`src/rtl/bus_pkg.sv`:
```
// Shared constants and packet-field helpers for the bus device endpoint.
package bus_pkg;
  localparam int ID_W = 8;
  localparam logic [ID_W-1:0] BCAST_DEF = 8'h0F;
  // Widest packet the helper accepts; callers zero-extend into this.
  localparam int PKT_MAX = 256;

  // Destination ID occupies the top ID_W bits of an sz-bit packet.
  function automatic logic [ID_W-1:0] dest_of(input logic [PKT_MAX-1:0] pkt,
                                              input int unsigned sz);
    return pkt[sz-1 -: ID_W];
  endfunction
endpackage

```
`src/rtl/ep_fifo.sv`:
```
// Show-ahead FIFO with extra-MSB pointers; a push while full is taken when a pop
// frees the head slot in the same cycle.
module ep_fifo #(
  parameter int width = 16,
  parameter int depth = 8
) (
  input  logic                     clk,
  input  logic                     rst_n,
  input  logic                     push,
  input  logic                     pop,
  input  logic [width-1:0]         din,
  output logic [width-1:0]         dout,
  output logic                     full,
  output logic                     empty,
  output logic [$clog2(depth):0]   count
);
  localparam int AW = $clog2(depth);

  logic [AW:0]      wptr, rptr;
  logic [width-1:0] mem [depth];
  logic             do_push, do_pop;

  assign empty   = (wptr == rptr);
  assign full    = (wptr[AW] != rptr[AW]) && (wptr[AW-1:0] == rptr[AW-1:0]);
  assign do_pop  = pop & ~empty;
  assign do_push = push & (~full | do_pop);
  assign count   = wptr - rptr;
  // Empty FIFO presents zeros rather than stale storage.
  assign dout    = empty ? '0 : mem[rptr[AW-1:0]];

  // Pointer update; natural binary rollover handles wrap.
  always_ff @(posedge clk or negedge rst_n) begin
    if (!rst_n) begin
      wptr <= '0;
      rptr <= '0;
    end else begin
      if (do_push) wptr <= wptr + 1'b1;
      if (do_pop)  rptr <= rptr + 1'b1;
    end
  end

  // Storage write; contents are don't-care until the pointers cover them.
  always_ff @(posedge clk) begin
    if (do_push) mem[wptr[AW-1:0]] <= din;
  end
endmodule

```
`src/rtl/bus_dev_endpoint.sv`:
```
// Bus device endpoint: host-side TX/RX FIFOs, destination filtering on
// delivered packets, drop counter and sticky error flags.
module bus_dev_endpoint
  import bus_pkg::*;
#(
  parameter int              pckg_sz   = 16,
  parameter int              depth     = 8,
  parameter logic [ID_W-1:0] id        = 8'd0,
  parameter logic [ID_W-1:0] broadcast = BCAST_DEF
) (
  input  logic               clk,
  input  logic               reset,
  input  logic               wr_en,
  input  logic [pckg_sz-1:0] wr_data,
  output logic               tx_full,
  input  logic               rd_en,
  output logic [pckg_sz-1:0] rd_data,
  output logic               rx_empty,
  output logic               pndng,
  input  logic               pop,
  output logic [pckg_sz-1:0] D_pop,
  input  logic               push,
  input  logic [pckg_sz-1:0] D_push,
  output logic [7:0]         drop_cnt,
  output logic [1:0]         err
);
  localparam int CW = $clog2(depth) + 1;

  logic               tx_empty, rx_full;
  logic [CW-1:0]      tx_cnt, rx_cnt;
  logic [PKT_MAX-1:0] push_ext;
  logic [ID_W-1:0]    dest;
  logic               hit, accept, ovf, drop;
  logic               unused_cnt;

  assign push_ext = PKT_MAX'(D_push);
  assign dest     = dest_of(push_ext, pckg_sz);
  assign hit      = (dest == id) || (dest == broadcast);
  assign accept   = push & hit;
  // An accepted packet only overflows when the host is not draining this cycle.
  assign ovf      = accept & rx_full & ~rd_en;
  assign drop     = (push & ~hit) | ovf;
  assign pndng    = ~tx_empty;
  assign unused_cnt = ^{tx_cnt, rx_cnt};

  ep_fifo #(.width(pckg_sz), .depth(depth)) u_tx (
    .clk(clk), .rst_n(reset), .push(wr_en), .pop(pop), .din(wr_data),
    .dout(D_pop), .full(tx_full), .empty(tx_empty), .count(tx_cnt)
  );

  ep_fifo #(.width(pckg_sz), .depth(depth)) u_rx (
    .clk(clk), .rst_n(reset), .push(accept), .pop(rd_en), .din(D_push),
    .dout(rd_data), .full(rx_full), .empty(rx_empty), .count(rx_cnt)
  );

  // Saturating drop counter and sticky error flags, cleared only by reset.
  always_ff @(posedge clk or negedge reset) begin
    if (!reset) begin
      drop_cnt <= '0;
      err      <= '0;
    end else begin
      if (drop && drop_cnt != 8'hFF) drop_cnt <= drop_cnt + 8'd1;
      err <= err | {ovf, pop & tx_empty};
    end
  end
endmodule

```
`config.mk`:
```
export PLATFORM = sky130hd
export DESIGN_NAME = bus_dev_endpoint
export DESIGN_NICKNAME = d
export VERILOG_FILES = /design/src/rtl/bus_pkg.sv /design/src/rtl/ep_fifo.sv /design/src/rtl/bus_dev_endpoint.sv
export SDC_FILE = /design/constraint.sdc
export NUM_CORES = 1
export LEC_CHECK = 0
export ABC_AREA = 0
export CAP_MARGIN = 20
export CELL_PAD_IN_SITES_DETAIL_PLACEMENT = 1
export CELL_PAD_IN_SITES_GLOBAL_PLACEMENT = 1
export CORE_MARGIN = 2
export CORE_UTILIZATION = 25
export CTS_BUF_LIST = sky130_fd_sc_hd__clkbuf_8
export DETAILED_ROUTE_END_ITERATION = 16
export DONT_BUFFER_PORTS = 1
export PLACE_DENSITY = 0.39
export SLEW_MARGIN = 30
export SYNTH_ARGS = -nofsm -noshare
export SYNTH_HDL_FRONTEND = slang
export SYNTH_SLANG_ARGS = --single-unit
```
`constraint.sdc`:
```
create_clock -name clk -period 9.57 [get_ports clk]
set_input_delay 0.957 -clock clk [delete_from_list [all_inputs] [get_ports clk]]
set_output_delay 0.957 -clock clk [all_outputs]
set_load 0.02 [all_outputs]
```
-- After elaboration in Yosys (flattened, before gate mapping)
Memory sizes are Yosys's and may differ from the RTL's.
Cells that the tools add are included.
- register bits: 26
- memories kept: 2
- word-level logic and storage cells: 51
- bits in writable memories: 256
- output and inout bits: 45
- equal/unequal tests: 8
- reductions and logical operators: 5
- add/sub/neg operators: 5
- multiplexer cells: 6
- bitwise gates (word level): 19
- memory list (name ; depth ; bits a word ; rd ports ; clocked after Yosys merged registers in ; wr ports ; RTL line ; source):
    u_rx.mem ; 8 ; 16 ; 1 ; 0 ; 1 ; ep_fifo.sv:20 ; logic [width-1:0] mem [depth];
    u_tx.mem ; 8 ; 16 ; 1 ; 0 ; 1 ; ep_fifo.sv:20 ;
- operators by type and width (operator ; count):
    $mux W16 ; 2
    $add A4 B1 Y4 const B ; 4
    $and A1 B1 Y1 ; 9
    $add A8 B1 Y8 const B ; 1
    $eq A4 B4 Y1 ; 2
    $eq A8 B4 Y1 const B ; 1
    $logic_not A8 Y1 ; 1
    $ne A8 B8 Y1 const B ; 1
    $eq A3 B3 Y1 ; 2
    $not A1 Y1 ; 6
    $mux W1 ; 4
    $logic_and A1 B1 Y1 ; 3
    $or A1 B1 Y1 ; 3
    $ne A1 B1 Y1 ; 2
    $or A2 B2 Y2 ; 1
    $logic_or A1 B1 Y1 ; 1

-- Longest topological paths before layout
Gate-level depths: netlist (run 1).
- depth in word-level cells: 7
- mapped depth: 7
- mapped depth without buffers: 5

-- Cells and area by module
A second synthesis (run 1) with hierarchy kept.
- cell total of the unflattened synthesis: 683
- area total of the unflattened synthesis: 11642.4 µm²
- by module, submodules not included (module ; cells each ; area each (µm²) ; seq. area each (µm²) ; times used):
    ep_fifo at u_rx ; 318 ; 5560.3 ; 4043.9 ; 1
    ep_fifo at u_tx ; 317 ; 5557.8 ; 4043.9 ; 1
    bus_dev_endpoint ; 48 ; 524.3 ; 250.2 ; 1

-- Worst setup path before layout (run 1)
No wires, ideal clock.
- path kind: input to register
- from: in D_push[13]
- to: mem u_rx.mem[1][0], enable pin
- stages on the path: 5
- path slack: 5.634 ns
- path buffers: 1
- data arrival time: 3.500 ns
- path through: nor4_1 > o211ai_1 > a21o_1 > buf_6 > nor4b_1
- word-level cells in the longest chain between the ends: 6
- elaborated cells between the ends (all ways): 7
- those cells by class: eq/ne (1); mux (2); bitwise (2); reduce/logical (2)
- RTL lines (item ; RTL line ; source):
    start: declaration ; bus_dev_endpoint.sv:23 ; input logic [pckg_sz-1:0] D_push,
    $eq A8 B4 Y1 / $logic_not A8 Y1 (equally long branches) ; bus_dev_endpoint.sv:38 ; assign hit = (dest == id) || (dest == broadcast);
    $logic_or A1 B1 Y1 * ; bus_dev_endpoint.sv:38 ;
    $and A1 B1 Y1 * ; bus_dev_endpoint.sv:39 ; assign accept = push & hit;
    $and A1 B1 Y1 * ; ep_fifo.sv:26 ; assign do_push = push & (~full | do_pop);
    $mux W1 * ; ep_fifo.sv:44 ; if (do_push) mem[wptr[AW-1:0]] <= din;
    $mux W1 (not written as such) * ; ep_fifo.sv:44 ;
    end: declaration ; ep_fifo.sv:20 ;
Mark *: on every way between the ends. The rest lies on a longest branch, timed or not.

-- Final worst setup path (run 1)
- from: reg u_tx.rptr[0]
- to: out D_pop[14]
- word-level cells in the longest chain between the ends: 2
- elaborated cells between the ends (all ways): 3
- those cells by class: eq/ne (1); mux (1); memory (1)
- RTL lines (item ; RTL line ; source):
    start: declaration ; ep_fifo.sv:19 ; logic [AW:0] wptr, rptr;
    start signal: assignment ; ep_fifo.sv:38 ; if (do_pop) rptr <= rptr + 1'b1;
    $mem_v2 Z8 W16 / $eq A4 B4 Y1 (equally long branches) ; n/a ;
    $mux W16 * ; ep_fifo.sv:29 ; assign dout = empty ? '0 : mem[rptr[AW-1:0]];
    end: declaration ; bus_dev_endpoint.sv:21 ; output logic [pckg_sz-1:0] D_pop,
Marks and branches as above.

==> run summary, run 1 <==
The run finished with clean final reports. Clock latency on the worst-skew pair, taken at its later pin, is 610 ps. The total count of hold-check failures in the final report is 0. The number of design-rule violations left by the first detailed-router iteration is 249. The worst hold slack across all endpoints is 170 ps. The area growth from synthesis to layout came out at 16.2%. The final period demand of the worst path is 3830 ps. The total nets after synthesis came out at 594. Synthesis produced a netlist whose cell count is 551. The maximum number of pins on one net before global-route repair is 37. The die area is 46700 um2. The die is 216 um tall. Detailed placement finished with a half-perimeter wire length of 15.5 mm.

Across every metal layer, demand over resource in global routing totals 0.117. The area of the core region came out at 44300 um2. Data on the critical path arrives at its endpoint at 2870 ps. The mapped netlist covers 11200 um2. For this run, the share of the core covered by cells in the final layout is 0.295. The total power is 3.82 mW. The leftover overflow at the end of global routing came out at 0.

The maximum root-to-sink buffer count is 3. Synthesis inferred 282 register bits. The worst slew slack as a fraction of its limit came out at 0.434. The largest fanout of any net on the critical path is 25.

The starting density of the core is 0.254. The number of placement rows came out at 77. The placed instances occupy a cell area of 12100 um2. The mean post-synth cell area is 20.4 um2. The total vias in the final route is 5260. The max-cap check violation count is 0.

The number of distinct library cells after synthesis came out at 45. For this design the static power due to leakage is 4.28 nW. The warning count from the yosys run is 0. Among all flip-flop cells after synthesis, the most frequent one is sky130_fd_sc_hd__edfxtp_1.

After clock tree synthesis, the clock-pin slew on the worst setup and hold paths is 60 ps. The total setup violations reported at the end of the flow came out at 0. The proportion of layout cells with a drive suffix above 1 is 0.287. The total routed wirelength came out at 26.3 mm. The final cell count without fillers is 1229.

Yosys mapped a number of flops with a built-in enable equal to 256. The number of buffers inserted by port buffering came out at 0. The routed wire length per instance came out at 21.4 um. The number of antenna violations at the first check in global routing was 0. The die width is 216 um. Data on the critical path is required at its endpoint by 8610 ps.

The total negative slack for setup checks is 0 ps. The portion of the clock cycle consumed by the worst path in the final layout came out at 0.400. The count of H-tree levels built during CTS came out at 2. The via count of the first global-routing pass came out at 6182. The most common cell after layout, fill and taps aside is sky130_fd_sc_hd__edfxtp_1.

The clock arrives with 24.3 ps of skew. The finished layout cell area came out at 13100 um2. For this run, design rule violations remaining after detail routing come to 0.

The worst setup path is captured at an output pin. TritonCTS built the clock tree. Setup repair after global routing left no endpoint under its margin. The cell sitting at the root of the clock tree is a sky130_fd_sc_hd__clkbuf_8. The setup path with the least slack is of type flip-flop to output pin. The max-slew violation count is 0. The layout filler cell count is 4535. The sequential area share after synthesis came out at 0.742. The post-place setup slack came out at 5830 ps. After synthesis, the share of flip-flops with an asynchronous set or reset is 0.0922. The setup slack of the critical path after layout is 5740 ps. The number of placed instances, taps included, is 1137. The number of CTS-inserted buffers came out at 49. The average vias per placed instance is 4.28. The number of sinks on the clock net came out at 282. The count of nets left with antenna violations once routing finished came out at 0. The kind of launch point of the worst setup path is a flip-flop. The weighted congestion reported at the end of routability-driven placement is 0.695.

For the pin with the worst max-slew slack, the measured transition is 844 ps. The total iterations of the first detailed-routing run came out at 4. 0 antenna diodes ended up in the layout.

The largest vdd supply drop is 0.140 mV. The top cell types in the final layout, fill and taps aside, are sky130_fd_sc_hd__edfxtp_1 (256), sky130_fd_sc_hd__mux4_2 (64), sky130_fd_sc_hd__clkbuf_8 (52). In the final design database the tool counted 640 nets. After clock tree synthesis, the setup repair step added 0 buffers. The first global-routing pass estimated 39.9 mm of wire. In this run the power density over the cells is 292 nW/um2. The top-level I/O count is 83. The min-delay analysis places its worst path in the category input pin to async pin. The maximum clock frequency came out at 0.261 GHz.
-- timing repair --
item	in CTS	in global routing
setup endpoints to repair	0	0
hold endpoints to repair	26	0
hold buffers	1	0
gates resized for setup	0	0
-- metal layers --
metal	share of wire	GRT usage	up-vias	routed length, um
met3	0.050	0.0321	55	1320
met1	0.39	0.131	2774	10300
li1	-	-	2319	-
met4	0.031	0.0502	0	805
met2	0.53	0.208	112	13900
met5	0	0	-	0
-- where the power goes --
| part | switching, mW | leakage (nW) | total, mW | internal (mW) |
|---|---|---|---|---|
| sequential | 0.130 | 2.63 | 1.60 | 1.47 |
| clock | 0.504 | 0.532 | 1.09 | 0.587 |
| combinational | 0.684 | 1.13 | 1.12 | 0.437 |
| total | 1.32 | 4.28 | 3.82 | 2.50 |
-- final cells by class --
cell class / instances / area, um2 / area share
clock inverters: 39 / 250 / 0.0192
multi-input cells: 235 / 2800 / 0.215
repair buffers: 24 / 193 / 0.0148
well taps: 592 / 741 / 0.0567
flip-flops and latches: 282 / 8340 / 0.639
inverters: 5 / 18.8 / 0.00144
clock buffers: 52 / 716 / 0.0548
-- cells by family after synthesis --
logic type      synth area share
compound gates           0.00858
buf+inv                   0.0148
fa+ha+maj                0.00557
xor+xnor                  0.0215
flops                      0.742
simple gates              0.0467
mux                        0.161
-- synthesized netlist by cell type, types with 2 or more instances --
master / number / area, um2
sky130_fd_sc_hd__edfxtp_1: 256 / 7690
sky130_fd_sc_hd__mux4_2: 64 / 1440
sky130_fd_sc_hd__nor2_1: 39 / 146
sky130_fd_sc_hd__mux2i_1: 32 / 320
sky130_fd_sc_hd__dfrtp_1: 26 / 651
sky130_fd_sc_hd__buf_2: 15 / 75.1
sky130_fd_sc_hd__nand2_1: 14 / 52.6
sky130_fd_sc_hd__xnor2_1: 12 / 105
sky130_fd_sc_hd__xor2_1: 10 / 87.6
sky130_fd_sc_hd__clkbuf_1: 9 / 33.8
sky130_fd_sc_hd__nor3_1: 9 / 45.0
sky130_fd_sc_hd__ha_1: 5 / 62.6
sky130_fd_sc_hd__inv_1: 5 / 18.8
sky130_fd_sc_hd__nand3_1: 5 / 25.0
sky130_fd_sc_hd__nand2b_1: 4 / 25.0
sky130_fd_sc_hd__nor4_1: 4 / 25.0
sky130_fd_sc_hd__mux2_1: 3 / 33.8
sky130_fd_sc_hd__nand4_1: 3 / 18.8
sky130_fd_sc_hd__nor4b_1: 3 / 26.3
sky130_fd_sc_hd__xor2_2: 3 / 48.8
sky130_fd_sc_hd__a21o_1: 2 / 15.0
sky130_fd_sc_hd__buf_6: 2 / 22.5
sky130_fd_sc_hd__nor3_4: 2 / 32.5
sky130_fd_sc_hd__nor3b_2: 2 / 25.0
sky130_fd_sc_hd__nor4_2: 2 / 25.0
-- path summary, 6_finish.rpt --
check | start | endpoint | slack, ps | cells after the start
setup reg to reg | u_tx.rptr[1] | u_tx.mem[7][12] | 6200 | 6
max in group asynchronous | reset | u_tx.rptr[0] | 9200 | 1
hold / removal | reset | drop_cnt[4] | 170 | 1
min in group clk | D_push[6] | u_rx.mem[0][6] | 440 | 0
setup / recovery | u_tx.rptr[0] | D_pop[14] | 5740 | 4
hold reg to reg | u_rx.wptr[3] | u_rx.wptr[3] | 490 | 1
-- sequential cells by signal, indices dropped and copies added (netlist names) --
name / count
drop_cnt: 8
err: 2
u_rx.mem: 128
u_rx.rptr: 4
u_rx.wptr: 4
u_tx.mem: 128
u_tx.rptr: 4
u_tx.wptr: 4
-- critical path: stages (launching register included) --
cell,delay [ps]
sky130_fd_sc_hd__dfrtp_2,630
sky130_fd_sc_hd__buf_4,540
sky130_fd_sc_hd__mux4_2,570
sky130_fd_sc_hd__mux2i_1,330
sky130_fd_sc_hd__nor2_1,190
(Power assumes the default switching activity.)
==> run 2: changes to the inputs <==
Settings changed: PLACE_DENSITY 0.39 to 0.4.
Clock period 9.57 ns to 3.1 ns, I/O delays scaled along.
==> run 2 against run 1 <==
Net effect:
- clock-buffer cell count rose by 3
- register-to-register slack got worse by 5600 ps
- critical path depth did not move
- sequential share of layout area fell by 3.4 points
- critical path type unchanged
- largest cell class unchanged
- clock skew fell by 10 ps
- first-iteration DRC count fell by 18%
- largest power group unchanged
- non-clock buffer count rose by 72
==> run summary, run 2 (same netlist as run 1, synthesis figures left out) <==
The flow ran to the end, and the final reports show no timing, DRC or antenna violations. The proportion of layout cells with a drive suffix above 1 came out at 0.301. In the routed design, unresolved DRC markers number 0. The post-detailed-placement cell area is 12400 um2.

The number of nets with antenna violations after routing is 0. The die height came out at 216 um. The final cell count without fillers is 1306. Leaving out fill and tap cells, the most frequent cells in the layout are sky130_fd_sc_hd__edfxtp_1 (256), sky130_fd_sc_hd__mux4_2 (64), sky130_fd_sc_hd__buf_4 (56). For the final database, setup skew stands at 14.2 ps.

STA puts the critical path data required time at 2790 ps. Counting the buffers created by CTS gives 53. The clock period could shrink to 2820 ps.

The endpoint identified for the worst register-to-register timing path is u_rx.mem[1][12]. TritonCTS built the clock tree. The buffers inserted during post-CTS setup optimization is 0.

The congestion estimate from routability-driven global placement came to 0.723. The clock slew seen by the registers of the worst setup and hold paths is 60 ps. The maximum root-to-sink buffer count came out at 3.

The library cell used most frequently in the layout, excluding fill and tap cells, is sky130_fd_sc_hd__edfxtp_1. In this run the horizontal extent of the chip is 216 um. The worst slew slack as a fraction of its limit came out at 0.576.

The first global-routing pass estimated 42.0 mm of wire. Static timing analysis puts the maximum clock frequency at 0.355 GHz. The critical path in this run is classified as flip-flop to output pin. The overall global routing resource usage came out at 0.122. The total routed wirelength came out at 27.6 mm. In this run the count of I/O pins placed on the die edge is 83. The final net count is 716. The starting density of the core is 0.254.

The number of sinks on the clock net came out at 282. The final cell utilization of the core is 0.311. The total count of hold-check failures in the final report is 0.

The number of buffers inserted by port buffering came out at 0. The average vias per placed instance came out at 4.26. The area of the core region is 44300 um2. The max-cap check violation count came out at 0. The half-perimeter wire length after placement came out at 16.5 mm. STA puts the critical path data arrival time at 2510 ps.

The via count of the first global-routing pass came out at 6501. The analysis attributes to cell leakage a power of 4.68 nW. Clock latency on the worst-skew pair, taken at its later pin, is 610 ps. The worst hold path belongs to the class input pin to async pin. The total power is 12.4 mW. The max-slew violation count came out at 0.

Counting the fill cells in the layout gives 4524. The count of cells resized by post-cts repair came out at 0. The portion of the clock cycle consumed by the worst path in the final layout is 0.908. The number of diodes added for antenna fixing came out at 0. The total vias in the final route is 5563. The length in cells of the worst reg-to-reg path came out at 6. The number of cells in the design after placement came out at 1171. The number of antenna violations at the first check in global routing is 0.

The setup slack on the worst flop-to-flop path came out at 640 ps. Global routing finished with a remaining overflow of 0. The count of H-tree levels built during CTS is 2. The total power density per cell area is 898 nW/um2. The total setup violations reported at the end of the flow came out at 0. Setup repair after global routing left no endpoint under its margin. The worst setup path is captured at an output pin. The maximum number of pins on one net before global-route repair came out at 36.

The die area came out at 46700 um2. STA classifies the critical path startpoint as a flip-flop. After routing, the total negative slack on setup checks comes to 0 ps.

The finished layout cell area is 13800 um2. The number of design-rule violations left by the first detailed-router iteration is 205. The total iterations of the first detailed-routing run is 4.

The routed wire length per instance came out at 21.1 um. The count of hold buffers inserted by post-cts repair came out at 39. The tree is rooted in a sky130_fd_sc_hd__clkbuf_8. The startpoint identified for the worst register-to-register timing path is u_rx.wptr[0]. The area growth from synthesis to layout is 22.8%. Across the VDD grid, the largest voltage drop is 0.490 mV. The largest fanout of any net on the critical path came out at 25. The number of placement rows came out at 77. The transition time at the pin with the least slew margin is 629 ps.
==> run 2: changes by cell type in the layout (fill, tap and decap cells not counted), sizes merged <==
cell,before,now
clkbuf,52,55
dlygate4sd3,0,38
inv,15,21
buf,24,58
clkinvlp,1,2
bufinv,3,4
clkinv,25,19
==> run 2: area by class of cell <==
class	count	area [um2]	share of cell area
timing repair buffer	96	841	0.0609
clock buffer	55	757	0.0549
sequential	282	8340	0.605
multi-input combinational	235	2830	0.205
tap	592	741	0.0537
clock inverter	41	272	0.0197
inverter	5	18.8	0.00136
==> run 2: metal layers <==
layer  vias to the layer above  wire (um)  global-route usage
met4                         0        743              0.0495
met2                       130      14200               0.211
li1                       2472          -                   -
met5                         -          0                   0
met1                      2904      11300               0.144
met3                        57       1360              0.0304
==> run 2: per-stage QoR <==
stage / setup WS, ps / hold WS, ps
after floorplan: 118 / 14.4
after global placement: 692 / 15.4
after detailed placement: 596 / 15.6
after CTS: 158 / 70.5
after global routing: 107 / 116
final: 284 / 125
==> run 2: worst max-delay path by stage <==
stage                      endpoint         start  cells past startpoint
detailed placement   u_rx.mem[1][9]  u_rx.wptr[0]                      6
global route              D_pop[14]  u_tx.rptr[0]                      4
global placement    u_rx.mem[1][11]     D_push[8]                      6
finish                    D_pop[14]  u_tx.rptr[0]                      4
CTS                      rd_data[8]  u_rx.rptr[0]                      5
floorplan            u_rx.mem[4][0]  u_rx.rptr[0]                      7
==> run 2: worst max-delay path, cell delays in order (launching register included) <==
cell                      delay, ps
sky130_fd_sc_hd__dfrtp_2        400
sky130_fd_sc_hd__buf_4          460
sky130_fd_sc_hd__mux4_2         560
sky130_fd_sc_hd__mux2i_1        280
sky130_fd_sc_hd__nor2_1         180
==> run 2: report_power, final <==
group,total [mW],switching [mW],internal [mW]
Sequential,4.88,0.324,4.55
Clock,3.54,1.58,1.97
Combinational,3.96,2.32,1.64
==> run 3: changes to the inputs <==
Settings changed: CTS_BUF_LIST sky130_fd_sc_hd__clkbuf_8 to not set.
==> run 3 against run 2 <==
Net effect:
- sequential power about the same
- first-iteration DRC count down 2.9%
- die area unchanged
- wire length down 1.3%
- worst hold slack worse by 89 ps
- critical path type unchanged
- final cell count down 2.7%
- utilization up 0.32 points
==> run summary, run 3 (same netlist as run 1, synthesis figures left out) <==
The count of nets left with antenna violations once routing finished came out at 0. The number of CTS-inserted buffers is 35. The total count of hold-check failures in the final report was 0. The weighted congestion reported at the end of routability-driven placement came out at 0.723. The buffers inserted during post-CTS setup optimization came out at 0. The critical path data required time is 2790 ps.

Broken down by cell family, the worst path's largest delay share belongs to multiplexers. For this run, the post-layout net count is 696. The worst setup path is captured at an output pin.

From left edge to right edge, the die measures 216 um. The longest clock path from root to sink contains 3 buffers. The number of buffers inserted by port buffering is 0. The top-level I/O count is 83.

The half-perimeter wire length after placement is 16.5 mm. The maximum cell stage delay along the critical path is 570 ps. The total power density per cell area is 935 nW/um2. The category of the most critical setup path is flip-flop to output pin.

For this block, the initial DRC count from the detailed router was 199. The routed wire length per instance came out at 21.4 um. For met1 alone, demand over resource in global routing was 0.145. The maximum number of pins on one net before global-route repair is 36. The signal arrival time at the worst endpoint is 2410 ps. For this run, global-route usage on met3 was measured as 0.0276.

For this run, the detailed router's first-pass iteration total came to 4. The max-slew violation count was 0. The number of cells in the design after placement came out at 1171. The overall global routing resource usage is 0.121.

The number of sinks on the clock net is 282. The max-cap check violation count came out at 0. The setup skew after layout came out at 17.7 ps.

In this run, post-CTS hold repair placed 37 buffers. The run finished with clean final reports. The die area came out at 46700 um2. The met2 usage came out at 0.209. The total setup violations reported at the end of the flow came out at 0. For this run, design rule violations remaining after detail routing come to 0. The clock slew seen by the registers of the worst setup and hold paths is 60 ps. At the pin with the least slew margin, the transition time is 665 ps. The average vias per placed instance is 4.32.

The layer with the highest usage is met2. The critical path contains buffers and inverters numbering 2 combined. The final cell count without fillers came out at 1271. For this run the aggregate overflow at the end of global routing stands at 0. The tree is rooted in a sky130_fd_sc_hd__clkbuf_16.

The kind of launch point of the worst setup path is a flip-flop. The most common cell after layout, fill and taps aside is sky130_fd_sc_hd__edfxtp_1. The starting density of the core came out at 0.254. The proportion of layout cells with a drive suffix above 1 came out at 0.302. The area of the core region came out at 44300 um2. The die is 216 um tall. The total vias in the final route came out at 5497. The count of H-tree levels built during CTS came out at 2. The largest vdd supply drop is 0.449 mV. Setup repair after global routing left no endpoint under its margin. The slowest library cell on the worst path is sky130_fd_sc_hd__mux4_2. For this run, the top clock speed supported by timing is 0.368 GHz. The worst slew slack as a fraction of its limit came out at 0.552. The largest fanout of any net on the critical path is 23.

The static leakage power is 4.67 nW. In the layout the commonest cells are sky130_fd_sc_hd__edfxtp_1 (256), sky130_fd_sc_hd__mux4_2 (64), sky130_fd_sc_hd__buf_4 (56). TritonCTS built the clock tree. The portion of the clock cycle consumed by the worst path in the final layout is 0.878. The critical path goes through buf_4 > mux4_2 > mux2i_1 > nor2_1 > buf_4. The total negative slack for setup checks came out at 0 ps. The count of cells resized by post-cts repair is 0. The clock insertion delay at the later pin of the skew report came out at 530 ps.

The worst path needs 2720 ps of the cycle, external delays included. The number of antenna violations at the first check in global routing is 0. The wire length of the first global-routing pass came out at 41.5 mm.

The worst hold path belongs to the class input pin to flip-flop. The total routed wirelength is 27.2 mm. The number of diodes added for antenna fixing came out at 0. Counting stages on the worst path, the most repeated cell is sky130_fd_sc_hd__buf_4. The area growth from synthesis to layout came out at 24.1%. Row generation in the floorplan step produced 77 rows.

The via count of the first global-routing pass was 6321. Setup slack on the worst reg-to-reg path comes out at 650 ps.
run 3: final timing paths:
path                         startpoint              to  depth (start not counted)
setup / recovery           u_rx.rptr[0]      rd_data[8]                          5
hold / removal                    rd_en    u_rx.rptr[0]                          2
setup reg to reg           u_rx.wptr[0]  u_rx.mem[1][8]                          6
hold reg to reg            u_rx.rptr[3]    u_rx.rptr[3]                          1
max in group asynchronous         reset    u_tx.rptr[0]                          2
min in group asynchronous         reset    u_rx.rptr[2]                          2
run 3: stage by stage:
stage	total power [mW]	hold slack (ps)	worst slack [ps]	cell area, um2	utilization
6_report	13.0	35.6	380	13900	0.315
3_3_place_gp	8.92	15.4	692	12400	0.279
5_1_grt	13.7	34.7	202	13900	0.315
4_1_cts	13.4	1.11	279	13900	0.315
3_5_place_dp	8.99	15.6	596	12400	0.279
2_1_floorplan	7.73	14.4	118	11300	-
run 3: worst register-to-register path, cell delays in order (launching register included):
cell and delay, ps:
sky130_fd_sc_hd__dfrtp_1 660, sky130_fd_sc_hd__xor2_2 310, sky130_fd_sc_hd__nor3_4 100, sky130_fd_sc_hd__a21o_1 270, sky130_fd_sc_hd__buf_4 210, sky130_fd_sc_hd__nor4b_4 300
sky130_fd_sc_hd__buf_4 280
run 3: metal layers:
metal | vias up | part of all wire
li1 | 2431 | -
met1 | 2908 | 0.42
met2 | 105 | 0.51
met3 | 53 | 0.042
met4 | 0 | 0.028
met5 | - | 0
run 3: cell type report:
type | count | area [um2]
Fill cell | 4471 | 30400
Sequential cell | 282 | 8340
Multi-Input combinational cell | 235 | 2830
Clock buffer | 41 | 941
Timing Repair Buffer | 94 | 821
Tap cell | 592 | 741
Clock inverter | 22 | 249
Inverter | 5 | 18.8
run 3: where the power goes:
part,leakage [nW],internal [mW],switching [mW]
clock network,0.578,2.60,1.59
registers,2.63,4.55,0.321
logic,1.46,1.64,2.33
total,4.67,8.79,4.23
==> edit (flow settings as in run 2) <==
Reset style: synchronous (`reset` and `rst_n`), changed in 2 clocked blocks.
--- a/src/rtl/ep_fifo.sv
+++ b/src/rtl/ep_fifo.sv
@@ -31,3 +31,3 @@
   // Pointer update; natural binary rollover handles wrap.
-  always_ff @(posedge clk or negedge rst_n) begin
+  always_ff @(posedge clk) begin
     if (!rst_n) begin
--- a/src/rtl/bus_dev_endpoint.sv
+++ b/src/rtl/bus_dev_endpoint.sv
@@ -56,3 +56,3 @@
   // Saturating drop counter and sticky error flags, cleared only by reset.
-  always_ff @(posedge clk or negedge reset) begin
+  always_ff @(posedge clk) begin
     if (!reset) begin
Formal check against the unedited RTL: differs if reset is asserted again (counterexample within 4 cycles, from zero or initial values and one cycle with reset low); with reset held inactive, the same outputs for 10 cycles.
==> edit against run 2 <==
Final cell count rose by 2.1%. Setup slack worse by 0.027 ns. Sequential cell count rose by 6. Die area grew 0.88%. Global-route usage fell by 0.16 points. Non-clock buffer count decreased by 26. Routed wire length down 0.24%. Final area shrank 0.88%. Sequential share of layout area up 0.48 points. Area after synthesis is 0.89% higher. Critical path type unchanged. Critical endpoint is now rd_data[9].
Power is not compared: it rests on default switching activity, and its combinational part moved more than twofold at a synthesized area within 25%.
==> edit: results (changes against run 2) <==
\begin{tabular}{lr}
\hline
Metric & Value \\
\hline
\multicolumn{2}{l}{\textbf{Synth}} \\
Syn. warnings & 0 (unchanged) \\
Synthesized net count & 635 (+6.9\%) \\
Fraction of registers with async set/reset & 0 (-0.0922) \\
Most area-consuming cells after synthesis & edfxtp\_1, mux4\_2, dfxtp\_1 \\
Most instantiated cells after synthesis & edfxtp\_1, mux4\_2, nor2\_1 \\
Synth Area in XOR/XNOR & 0.0136 (-0.00792) \\
Fraction of the mapped netlist area in adder cells & 0.00552 (-0.0000492) \\
Fraction of the mapped netlist area in compound gates & 0.0195 (+0.0110) \\
Number of different library cells in the post-synthesis netlist & 43 (-4.4\%) \\
Share of synthesized area occupied by flip-flops and latches & 0.735 (-0.00744) \\
Mux contribution to synthesized area & 0.160 (-0.000978) \\
\multicolumn{2}{l}{\textbf{Layout}} \\
Fraction of layout instances using a drive strength above 1 & 0.259 (-0.0426) \\
Post-layout nets & 731 (+2.1\%) \\
Number of inserted filler cells in the final layout & 4685 (+3.6\%) \\
\multicolumn{2}{l}{\textbf{Placement}} \\
Place WS & 0.681 ns (+0.0846 ns) \\
Weighted congestion at the end of routability-driven global placement & 0.693 (-4.1\%) \\
Detailed placer's ending HPWL & 16300 um (-1.2\%) \\
\multicolumn{2}{l}{\textbf{GRT}} \\
Maximum number of pins on one net before global-route repair & 24 (-33\%) \\
Global-route total usage across every layer & 0.120 (-0.00158) \\
Met3 Track Usage GR & 0.0337 (+0.00324) \\
Wire length of the first global-routing pass & 41500 um (-1.1\%) \\
Met1 global-route usage & 0.157 (+0.0131) \\
Number of global-route vias before repair & 6534 (+0.51\%) \\
GR Util met2 & 0.190 (-0.0209) \\
Initial antenna violation count & 2 (+2) \\
\multicolumn{2}{l}{\textbf{Detailed routing}} \\
Total Wirelength & 27500 um (-0.24\%) \\
Max Used Layer & met5 \\
Wire length on met3 & 1270 um (-6.7\%) \\
Wire length the detailed router placed on met1 & 12700 um (+12\%) \\
Detailed router's first-iteration violation count & 211 (+2.9\%) \\
Count of vias placed by the detailed router & 5760 (+3.5\%) \\
Met2 routed wirelength & 12800 um (-9.4\%) \\
\multicolumn{2}{l}{\textbf{Hold path}} \\
Hold crit path type & in -> reg \\
\multicolumn{2}{l}{\textbf{Critical path}} \\
Standard cell with the maximum stage delay on the critical path & dfxtp\_2 \\
R2R depth & 6 (unchanged) \\
Slowest stage delay, CP & 0.70 ns (+0.14 ns) \\
Largest fanout of any net on the critical path & 14 (-44\%) \\
Data arrival, critical path & 2.53 ns (+0.02 ns) \\
\multicolumn{2}{l}{\textbf{STA}} \\
Transition time at the pin with the least slew margin & 0.831 ns (+0.202 ns) \\
Worst Skew & 0.0346 ns (+0.0204 ns) \\
\multicolumn{2}{l}{\textbf{Power and ir drop}} \\
Maximum ir drop on the vdd rail & about 0.3 mV \\
\multicolumn{2}{l}{\textbf{Clock network}} \\
CTS Root Buffer Type & clkbuf\_8 \\
H-tree level count & 2 (unchanged) \\
\multicolumn{2}{l}{\textbf{Run status}} \\
Run status & completed \\
\hline
\end{tabular}
==> edit: worst paths after layout <==
kind / from / endpoint / slack (ns)
setup / recovery: register / rd_data[9] / 0.26
hold / removal: pop / u_tx.wptr[0] / 0.11
hold reg to reg: u_rx.wptr[3] / u_rx.wptr[3] / 0.49
setup reg to reg: u_rx.wptr[0] / u_rx.mem[6][5] / 0.76
==> edit: cell type report <==
cell class	count	area, um2	area share
antenna	2	5.00	0.000366
clock buffer	58	798	0.0584
clock inverter	40	224	0.0164
inverter	4	15.0	0.00110
multi-input combinational	271	2900	0.212
sequential	288	8330	0.609
tap	600	751	0.0549
timing repair buffer	70	648	0.0474
==> edit: per-stage QoR <==
stage,instance area (um2),hold slack [ns],std cells,TNS (ns),power [uW]
2_1_floorplan,11300,0.409,592,-4.71,4840
3_3_place_gp,12300,0.409,1194,0,4990
3_5_place_dp,12300,0.409,1194,0,5000
4_1_cts,13700,0.0472,1331,0,8670
5_1_grt,13700,0.0808,1331,0,8860
6_report,13700,0.114,1333,0,8470
